### config.mk
export PLATFORM = sky130hd
export DESIGN_NAME = out_ctrl
export DESIGN_NICKNAME = d
export VERILOG_FILES = /design/src/rtl/out_ctrl.sv
export SDC_FILE = /design/constraint.sdc
export NUM_CORES = 1
export LEC_CHECK = 0
export ABC_AREA = 0
export ABC_CLOCK_PERIOD_IN_PS = 3050
export CAP_MARGIN = 10
export CORE_ASPECT_RATIO = 1.2
export CORE_UTILIZATION = 67
export CTS_CLUSTER_DIAMETER = 80
export DETAILED_ROUTE_END_ITERATION = 8
export DONT_BUFFER_PORTS = 1
export GPL_TIMING_DRIVEN = 0
export PLACE_DENSITY = 0.83
export SLEW_MARGIN = 20
export SYNTH_ARGS = -nofsm -noshare
export SYNTH_HDL_FRONTEND = slang
export SYNTH_SLANG_ARGS = --single-unit
### constraint.sdc
create_clock -name clock -period 3.05 [get_ports clock]
set_input_delay 0.61 -clock clock [delete_from_list [all_inputs] [get_ports clock]]
set_output_delay 0.61 -clock clock [all_outputs]
set_load 0.02 [all_outputs]
### src/rtl/out_ctrl.sv
// rtl/out_ctrl.sv - stochastic bitstream frame counter with ready/valid result handoff
//
// Purpose: counts the ones in a frame of FRAME qualified stochastic bits and
// presents the count as a binary result. Frames run back to back while run is
// high, and each frame start steps the input tap delay line by one sample.
//
// Ports:
//   clock      - sole clock, rising edge
//   reset      - asynchronous, active-high reset
//   run        - level that enables frame conversion
//   bit_in     - stochastic bit from the FIR datapath
//   bit_en     - qualifies bit_in for the current cycle
//   sample_adv - one-cycle pulse at each frame start (tap delay line shift)
//   out_data   - ones count of the last completed frame, 0..FRAME
//   out_valid  - out_data holds an unconsumed result
//   out_ready  - downstream accepts out_data
//   busy       - high while accumulating a frame
//   overrun    - sticky: an unconsumed result was overwritten
module out_ctrl #(
   parameter int N     = 12,
   parameter int FRAME = 4096
) (
   input  logic         clock,
   input  logic         reset,
   input  logic         run,
   input  logic         bit_in,
   input  logic         bit_en,
   output logic         sample_adv,
   output logic [N:0]   out_data,
   output logic         out_valid,
   input  logic         out_ready,
   output logic         busy,
   output logic         overrun
);

   typedef enum logic {IDLE, ACCUM} state_t;

   localparam logic [N-1:0] LAST = N'(FRAME - 1);

   state_t       state;
   logic [N:0]   ones_cnt;
   logic [N-1:0] frame_cnt;
   logic         frame_end;
   logic [N:0]   ones_next;

   // ones_cnt is one bit wider than frame_cnt so an all-ones frame reports FRAME
   assign ones_next = ones_cnt + {{N{1'b0}}, bit_in};
   assign frame_end = (state == ACCUM) && bit_en && (frame_cnt == LAST);

   always_ff @(posedge clock or posedge reset) begin
      if (reset) begin
         state      <= IDLE;
         ones_cnt   <= '0;
         frame_cnt  <= '0;
         sample_adv <= 1'b0;
         busy       <= 1'b0;
         out_data   <= '0;
         out_valid  <= 1'b0;
         overrun    <= 1'b0;
      end else begin
         sample_adv <= 1'b0;

         case (state)
            IDLE: begin
               if (run) begin
                  state      <= ACCUM;
                  busy       <= 1'b1;
                  ones_cnt   <= '0;
                  frame_cnt  <= '0;
                  sample_adv <= 1'b1;
               end
            end
            ACCUM: begin
               if (bit_en) begin
                  if (frame_cnt == LAST) begin
                     // run is only looked at here, so dropping it mid-frame
                     // still lets the current frame finish
                     ones_cnt  <= '0;
                     frame_cnt <= '0;
                     if (run) begin
                        sample_adv <= 1'b1;
                     end else begin
                        state <= IDLE;
                        busy  <= 1'b0;
                     end
                  end else begin
                     frame_cnt <= frame_cnt + 1'b1;
                     ones_cnt  <= ones_next;
                  end
               end
            end
            default: begin
               state <= IDLE;
               busy  <= 1'b0;
            end
         endcase

         // A load wins over a transfer in the same edge; overrun only flags a
         // result that was neither consumed before nor at this edge.
         if (frame_end) begin
            out_data  <= ones_next;
            out_valid <= 1'b1;
            if (out_valid && !out_ready) begin
               overrun <= 1'b1;
            end
         end else if (out_valid && out_ready) begin
            out_valid <= 1'b0;
         end
      end
   end

endmodule

* Word-level counts from Yosys, hierarchy flattened
Cells that the tools add are included.
** Storage, ports and cells
- Bits in registers :: 43
- Logic and storage cells :: 47
- Output and inout bits :: 17
- Bits of input ports :: 6
** Cells by class
- Bitwise logic cells :: 1
- Eq/ne operators :: 5
- Multiplexer cells :: 22
- Reductions and logical operators :: 9
- Add/sub/neg operators :: 2
** Operators by type and width (number)
- $mux 13 :: 3
- $mux 12 :: 3
- $pmux 13 s2 :: 1
- $pmux 12 s2 :: 1
- $add 13x1->13 :: 1
- $add 12x1->12 const B :: 1
- $eq 12x12->1 const B :: 1
- $mux 1 :: 11
- $ne 2x2->1 const B :: 3
- $pmux 1 s2 :: 3
- $logic_and 1x1->1 :: 4
- $reduce_and 2->1 :: 2
- $reduce_and 4->1 :: 1
- $ne 2x1->1 const B :: 1
- $reduce_bool 2->1 :: 1
- $logic_not 1->1 :: 1
- $not 1->1 :: 1

* Depth between registers and ports, before layout
- Depth in word-level cells :: 4
- Mapped depth :: 7
- Depth with buffers taken out :: 5

* Worst setup path after synthesis
OpenSTA, ideal clock, no wires.
- Path kind :: input to register
- Start :: input port bit_en
- End :: register out_data[0]
- Setup slack :: 1.307 ns
- Stages on the path :: 5
- Library setup time :: 0.125 ns
- Data required time :: 2.925 ns
- Arrival :: 1.617 ns
- Cell sequence :: and2_1 nand3_4 or3_1 buf_6 mux2_4
** On the way
- Longest elaborated chain between the ends :: 2
** RTL lines
- start, declared :: line 27 : input logic bit_en,
- $logic_and 1x1->1 (2 in series) :: line 48 : assign frame_end = (state == ACCUM) && bit_en && (frame_cnt == LAST);
- end signal, assigned :: line 101 : out_data <= ones_next;
- end, declared :: line 29 : output logic [N:0] out_data,
No other way between the ends.
A chain may end at the register's enable or synchronous reset.

* Worst setup path after layout
- Start :: register frame_cnt[2]
- End :: register ones_cnt[3]
** On the way
- Longest elaborated chain between the ends :: 4
** RTL lines
- start, declared :: line 42 : logic [N-1:0] frame_cnt;
- start signal, assigned :: line 87 : frame_cnt <= frame_cnt + 1'b1;
- $eq 12x12->1 :: line 75 : if (frame_cnt == LAST) begin
- $mux 13 :: line 75
- $mux 13 :: line 74 : if (bit_en) begin
- $pmux 13 s2 :: line 63 : case (state)
- end signal, assigned :: line 88 : ones_cnt <= ones_next;
- end, declared :: line 41 : logic [N:0] ones_cnt;
No other way between the ends. The select of a mux whose other input is x is not followed.

==> results.toml <==
[run_status]
status = "complete, no violations"

[yosys]
synth_nets = 227
synthCells = 218
synth_area_leaders = "dfrtp_1, o21ai_0, a31oi_1"
synthFlopType = "dfrtp_1"
synth-edff-count = 0
synthArstFlopShare_pct = 100
synth_most_common_cell = "dfrtp_1"
yosysSeqAreaShare_pct = 49.9
synth_seq_cells = 43
yosysTopAreaCell = "dfrtp_1"
synth_top_area_share_pct = 49.9
ys_types = 40
syn-cell-area_mm2 = 0.00216
yosys_warnings = 0
synth_common_cells = "dfrtp_1, o21ai_0, nand2_1"
syn_avg_cell_area_um2 = 9.89

[critical_path]
crit_type = "reg2reg"
critical_path_arrival_ns = 2.21
worstPathMaxFanout = 10
critPathRequiredTime_ns = 3.33
setup.worst_path.end_class = "flop"
start_kind = "flop"

[sta]
final.setup.tns_ns = 0
min_period_ns = 1.94
fmax_mhz = 516
worst_slew_pin_slew_ns = 0.577
finClkSkew_ns = 0.0224
setup_viol = 0
max_slew_margin_pct = 61.2
rsz0062_at_grt = "false"
worst_hold_slack_ns = 0.0199
setup_ws_ns = 1.11
hold_viol_final = 0
fin_crit_sh_pct = 63.5
slew_viol_final = 0

[place]
gp_congestion = 0.842
post-place-cells = 255
place_hpwl_um = 3300
io_buffers = 0
pre_cts_ws_ns = 1.04
placed_cell_area_mm2 = 0.00222

[drt]
viasPerCell = 6.76
wl_um = 4690
drtPass1Iterations = 4
drtIter0Drc = 96
vias = 1779
wl_per_cell_um = 17.8
ant_nets = 0
drc = 0

[global_routing]
grt_overflow = 0
grt_max_degree = 36
grt_pass1_wl_um = 7450
antenna_found_initial = 0
grt_pass1_vias = 1727
grtUsageTotal_pct = 30.3

[cells_and_area]
n_antenna_cell = 0
fill_cells = 218
nets = 235
area_delta_synth_final_pct = 5.45
finalNonFillerCells = 263
layout-drive-gt1-share_pct = 9.25
fin_area_mm2 = 0.00227

[cts]
clock_path_buffers = 2
post-cts-setup-buffers = 0
htree_levels = 2
root_buffer = "clkbuf_4"
cts.clk_slew.worst_paths_ns = 0.14
cts_made_buffers = 5
post_cts_resized = 0
clk_latency_ns = 0.35
cts_tree = "yes"
clock_sinks = 43
postCtsHoldBufs = 0

[min_path]
hold_class = "in2async"

[power_and_ir_drop]
pwr_density_cell_mw_per_mm2 = 515
leakage_nw = 0.980
irDropWorstVdd_v = 0.000400

[floorplan]
num_rows = 22
die_area_mm2 = 0.00345
die_w_um = 53.8
pin_count = 23
core_mm2 = 0.00306
start_util_pct = 70.6
die_h_um = 64.2

[flow_run]
drv_cap = 0
-- per-layer routing --
layer / vias to the layer above / share of wire (%) / GRT usage (%)
li1: 815 / - / -
met1: 872 / 39 / 33.0
met2: 76 / 53 / 51.4
met3: 16 / 5.9 / 7.38
met4: 0 / 2.8 / 16.8
met5: - / 0 / 0
-- worst paths after layout --
check | slack (ns) | end | startpoint | cells after the start
worst max-delay path | 1.11 | ones_cnt[3] | frame_cnt[2] | 7
worst min-delay path | 0.02 | ones_cnt[10] | reset | 1
worst max register to register | 1.11 | ones_cnt[3] | frame_cnt[2] | 7
worst min register to register | 0.52 | ones_cnt[12] | ones_cnt[12] | 1
max in group asynchronous | 2.57 | ones_cnt[0] | reset | 2
min in group clock | 0.37 | state | run | 1
-- cell usage in the layout (no fill, tap or decap), types with 4 or more instances in the layout --
cell      netlist  final
a21oi_1         9      9
a31oi_1        13     13
and3_1          6      6
clkbuf_1        7      7
clkbuf_4        0      5
dfrtp_1        43     43
nand2_1        18     18
nand2b_1        7      7
nand3_1        11     11
nand4_1         5      5
nor3_1          4      4
o21ai_0        27     27
o21ai_1         8      8
xnor2_1         9      9
xor2_1          4      4
-- stage by stage --
stage / utilization, % / total power, mW
floorplan: - / 0.843
global placement: 72.1 / 0.879
detailed placement: 72.7 / 0.904
CTS: 74.4 / 1.17
global route: 74.4 / 1.23
finish: 74.4 / 1.17
-- flip-flops by register name, summed over array words and instances (netlist names) --
register	flops
busy	1
frame_cnt	12
ones_cnt	13
out_data	13
out_valid	1
overrun	1
sample_adv	1
state	1
-- critical path, stage by stage, from the launching register on --
cell	delay, ns
dfrtp_1	0.47
and4_1	0.20
buf_6	0.14
a41oi_2	0.34
buf_4	0.25
buf_4	0.22
nand2_1	0.07
a31oi_1	0.17
-- layout make-up --
type / count / area (um2) / area share, %
Tap cell: 36 / 45.0 / 1.98
Sequential cell: 43 / 1080 / 47.3
Timing Repair Buffer: 1 / 20.0 / 0.880
Multi-Input combinational cell: 157 / 977 / 43.0
Buffer: 15 / 92.6 / 4.07
Clock inverter: 3 / 15.0 / 0.660
Clock buffer: 5 / 37.5 / 1.65
Inverter: 3 / 11.3 / 0.495
-- logic make-up (layout without fill, tap and decap cells) --
| logic type | count (synthesis) | count (layout) | synth area share, % |
|---|---|---|---|
| muxes | 2 | 2 | 1.16 |
| xor gates and xnor gates | 13 | 13 | 5.28 |
| and+or+nand+nor | 68 | 68 | 17.4 |
| AOI/OAI and AO/OA | 71 | 71 | 19.7 |
| adders and majority gates | 3 | 3 | 1.74 |
| DFF | 43 | 43 | 49.9 |
| buffers and inverters | 18 | 27 | 4.81 |
-- where the power goes --
part | switching [mW] | internal (mW) | leakage, nW
clock network | 0.183 | 0.0861 | 0.0347
registers | 0.0689 | 0.623 | 0.581
logic | 0.125 | 0.0862 | 0.365
total | 0.376 | 0.795 | 0.980
No activity file was read; power rests on OpenSTA's default activity.
==> edit 1, RTL diff (same settings) <==
Make the reset (`reset`) synchronous in one clocked block. Comments in the files are not updated.
--- a/src/rtl/out_ctrl.sv
+++ b/src/rtl/out_ctrl.sv
@@ -47,7 +47,7 @@
    assign ones_next = ones_cnt + {{N{1'b0}}, bit_in};
    assign frame_end = (state == ACCUM) && bit_en && (frame_cnt == LAST);
 
-   always_ff @(posedge clock or posedge reset) begin
+   always_ff @(posedge clock) begin
       if (reset) begin
          state      <= IDLE;
          ones_cnt   <= '0;
Check against the original RTL: differs if reset is asserted again (counterexample within 4 cycles, from zero or initial values and one cycle with reset high); with reset held inactive, the same outputs for 10 cycles.
==> edit 1 against the unedited design <==
Worst setup slack got worse by 0.12 ns. First-iteration DRC count rose by 16%. Sequential cell count did not move. Area after synthesis fell by 7.3%. Critical path type unchanged. Critical endpoint is now out_data[5]. Final area fell by 5.6%. Largest cell class is now multi-input combinational cells. Routed wire length barely moved.
Power is not compared: it rests on default switching activity, and its combinational part moved more than twofold at a synthesized area within 25%.
==> edit 1: results (changes against the unedited design) <==
Place
  • Dpl ws: 0.925 ns (-0.115 ns)
  • Placed insts: 269 (+5.5%)
  • IO buf count: 0 (unchanged)
  • GP Congestion: 0.910 (+8.0%)
  • Hpwl dp: 3170 µm (-3.9%)
  • DP Area: 2040 µm² (-8.1%)

Logic synthesis
  • Post-synthesis area per instance: 8.51 µm² (-14%)
  • Top_reg_cell synth: dfxtp_1
  • Top cells by count, synth: dfxtp_1, nand2_1, nor2_1, a21oi_1, o21ai_0
  • Register area share after synthesis: 0.430 (-0.0686)
  • Post-Syn Nets: 244 (+7.5%)
  • Synth async-reset ratio: 0 (-1.00)
  • Area contributors post-synth: dfxtp_1, nand2_1, a21oi_1
  • Adder-Cell Fraction of Synth Area: 0.0188 (+0.00136)
  • Compound-cell area share of the yosys netlist: 0.181 (-0.0165)
  • Yosys cell types: 39 (-2.5%)
  • Post-Synth XOR/XNOR Area: 0.0657 (+0.0129)
  • Multiplexer area fraction after synthesis: 0.0156 (+0.00403)

Pwr
  • Psw: 0.231 mW
  • Clock group: 0.447 mW
  • Peak supply drop: 0.400 mV
  • LEAKAGE: between 0.7 and 0.8 nW
  • Combinational group share of total power: 0.044

GRT
  • Global-route usage over all layers: 0.314 (+0.0112)
  • Pin count of the biggest net entering global routing: 15 (-58%)
  • GR met2 Demand/Resource: 0.557 (+0.0429)
  • First-pass GRT wire length: 7380 µm (-0.93%)
  • Number of global-route vias before repair: 1689 (-2.2%)
  • Met1 Usage GRT: 0.358 (+0.0275)
  • Global Route met3 Usage: 0.0754 (+0.00162)

Status
  • Status: complete, no violations

Clocking
  • H-tree Lvls: 2 (unchanged)
  • Post-CTS setup buffer count: 0 (unchanged)
  • CTS Buf Count: 5 (unchanged)
  • CTS Buffer Depth: 2 (unchanged)
  • Worst-path clk slew: 0.12 ns (-0.02 ns)
  • Worst-Skew Late Latency: 0.36 ns

Drt
  • Drt initial violations: 111 (+16%)
  • Vias per cell: 6.66 (-1.5%)
  • Via count: 1846 (+3.8%)
  • Max Used Layer: met4
  • DR WL/cell: 16.9 µm (-5.1%)
  • Met2 wire len: 2390 µm (-3.5%)
  • M1 WL: 1890 µm (+4.3%)
  • Met3 Wirelength: 299 µm (+8.3%)
  • Pre-antenna DRT Iters: 7 (+3)

Worst setup path
  • Crit path max fanout: 10 (unchanged)
  • WP data arrival: 2.35 ns (+0.14 ns)
  • R2r worst-path depth: 6 (-1)

Min path
  • Worst Hold Depth: 2
  • Min-Delay Path Class: in2reg

Timing
  • Slew HR: 0.618 (+0.00614)
  • Final clock skew: 0.00879 ns (-0.0136 ns)

Final layout
  • Nets: 251 (+6.8%)
  • Ant diodes: 0 (unchanged)
  • Fraction of layout cells with a size suffix above 1: 0.0658 (-0.0267)
==> edit 1: changes by cell type in the layout (fill, tap and decap cells not counted), sizes merged, moves of 6 or more <==
cell   before  now
dfxtp       0   43
o21ai      35   14
nor2        3   18
dfrtp      43    0
a21oi       9   15
==> edit 1: worst max-delay path, cell delays in order (launching register included) <==
cell	delay [ns]
dfxtp_1	0.39
ha_1	0.26
nand4_1	0.14
nor4_1	0.31
clkbuf_1	0.44
o21ai_0	0.25
a21oi_1	0.19
==> edit 1: final cells by class <==
class                           count  area [µm²]
Inverter                            7        26.3
Clock buffer                        5        37.5
Fill cell                         184         663
Multi-Input combinational cell    174        1060
Tap cell                           34        42.5
Clock inverter                      3        67.6
Sequential cell                    43         861
Buffer                             11        48.8
==> edit 1: final timing paths <==
path / startpoint / end / slack, ns
min: run / state / 0.37
max: frame_cnt[0] / out_data[5] / 1.0
max reg2reg: frame_cnt[0] / out_data[5] / 1.0
min reg2reg: frame_cnt[11] / frame_cnt[11] / 0.52
==> edit 2, RTL diff (same flow settings) <==
Without the edit above. The parameter `N` goes from 12 to 13.
--- a/src/rtl/out_ctrl.sv
+++ b/src/rtl/out_ctrl.sv
@@ -17,7 +17,7 @@
 //   busy       - high while accumulating a frame
 //   overrun    - sticky: an unconsumed result was overwritten
 module out_ctrl #(
-   parameter int N     = 12,
+   parameter int N     = 13,
    parameter int FRAME = 4096
 ) (
    input  logic         clock,
Ports: changed (resized out_data); port bits go from 23 to 24. The function was not compared with the original's and may differ.
==> edit 2 against the unedited design <==
Final cell count decreased by 2.7%. Die area increased by 3.1%. Sequential cell count increased by 3. Routed wire length decreased by 10%. Final area increased by 5.7%. Global-route usage decreased by 2.8 points. Area after synthesis increased by 3.2%. Worst setup slack got worse by 0.11 ns. Via count decreased by 8.9%. Power increased by 18%.
==> edit 2: results (changes against the unedited design) <==
GRT
  • Global-route usage over all layers: 0.275 (-0.0283)
  • Pin count of the biggest net entering global routing: 29 (-19%)
  • First-pass GRT wire length: 6950 µm (-6.7%)
  • Number of global-route vias before repair: 1625 (-5.9%)

Pwr
  • LEAKAGE: 1.05 nW (+7.3%)
  • Peak supply drop: 0.436 mV (+9.1%)

Final layout
  • Largest registers: ones_cnt x14, out_data x14, frame_cnt x13
  • Fraction of layout cells with a size suffix above 1: 0.127 (+0.0348)
  • Nets: 228 (-3.0%)

Logic synthesis
  • Yosys cell types: 36 (-10%)
  • Synth async-reset ratio: 1.00 (unchanged)
  • Top cells by count, synth: dfrtp_1, o21ai_0, xnor2_1, nand2_1
  • Register area share after synthesis: 0.517 (+0.0180)
  • Area contributors post-synth: dfrtp_1, xnor2_1, o21ai_0
  • Post-Syn Nets: 220 (-3.1%)

Status
  • Status: complete, no violations

Place
  • IO buf count: 0 (unchanged)
  • GP Congestion: 0.831 (-1.3%)
  • Dpl ws: 0.898 ns (-0.141 ns)
  • Hpwl dp: 3060 µm (-7.2%)

Timing
  • Min cycle time layout: 2.05 ns (+0.110 ns)
  • Final clock skew: 0.0104 ns (-0.0120 ns)
  • Worst slew pin tran: 1.00 ns (+0.424 ns)

Drt
  • Vias per cell: 6.33 (-6.4%)
  • Final WL: 4210 µm (-10%)
  • Drt initial violations: 45 (-53%)

Worst setup path
  • RR Endpoint: frame_cnt[0]
  • WP data arrival: 2.30 ns (+0.09 ns)
  • Reg-to-Reg Start: frame_cnt[0]
  • Reg2Reg Setup Slack: 1.00 ns (-0.11 ns)
  • R2r worst-path depth: 5 (-2)

Clocking
  • Worst-path clk slew: 0.12 ns (-0.02 ns)
  • Sink Count: 46 (+7.0%)
## edit 2: changes by cell type after synthesis, moves of 4 or more
cell and delta:
o21ai_1 -8, o21ai_0 -9, clkbuf_1 -4, nor2_1 +8
xnor2_1 +5, mux2_2 +8, nand2_1 -5, a22o_1 +4
## edit 2: through the flow
stage,utilization,std cells,instance area [µm²],hold slack (ns)
floorplan,-,211,2230,0.471
global placement,0.730,247,2270,0.487
detailed placement,0.737,248,2290,0.499
CTS,0.773,256,2400,0.120
global route,0.773,256,2400,0.134
finish,0.773,256,2400,0.118
## edit 2: worst max-delay path, cell delays in order, from the launching register on
cell	delay, ns
dfrtp_1	0.39
ha_1	0.18
nand3_1	0.26
o41a_1	0.60
buf_2	0.24
mux2_2	0.27
## edit 2: how the worst min path moves through the flow
| stage | end | from | depth (start not counted) |
|---|---|---|---|
| global placement | ones_cnt[13] | ones_cnt[13] | 1 |
| detailed placement | ones_cnt[0] | ones_cnt[0] | 1 |
| floorplan | ones_cnt[13] | ones_cnt[13] | 1 |
| finish | frame_cnt[12] | reset | 1 |
| global route | frame_cnt[12] | reset | 1 |
| CTS | frame_cnt[11] | reset | 1 |
## edit 2: cells by family (layout without fill, tap and decap cells)
| kind of cell | Yosys count | count (layout) | synth area share |
|---|---|---|---|
| compound gates | 53 | 53 | 0.151 |
| fa+ha+maj | 3 | 3 | 0.0169 |
| mux | 9 | 9 | 0.0449 |
| buf+inv | 12 | 21 | 0.0258 |
| flops | 46 | 46 | 0.517 |
| xor+xnor | 20 | 20 | 0.0787 |
| simple gates | 68 | 68 | 0.166 |
## edit 2: layer usage
layer  vias to the layer above  part of all wire  wire, µm  GRT usage
met5                         -                 0         0          0
met3                        12             0.056       235     0.0856
met1                       783              0.41      1720      0.319
li1                        777                 -         -          -
met4                         0             0.025       104      0.106
met2                        48              0.51      2150      0.458
## edit 2: area by class of cell
| cell class | instances | area [µm²] |
|---|---|---|
| clock buffers | 6 | 51.3 |
| multi-input cells | 153 | 1020 |
| flip-flops and latches | 46 | 1150 |
| plain buffers | 8 | 42.5 |
| fillers | 191 | 707 |
| inverters | 4 | 15.0 |
| repair buffers | 1 | 20.0 |
| well taps | 36 | 45.0 |
| clock inverters | 2 | 60.1 |
## edit 2: where the power goes
| part | total, mW | leakage, nW | switching (mW) | internal, mW |
|---|---|---|---|---|
| clock network | 0.465 | 0.0585 | 0.187 | 0.278 |
| logic | 0.185 | 0.379 | 0.103 | 0.0817 |
| registers | 0.735 | 0.615 | 0.0685 | 0.667 |
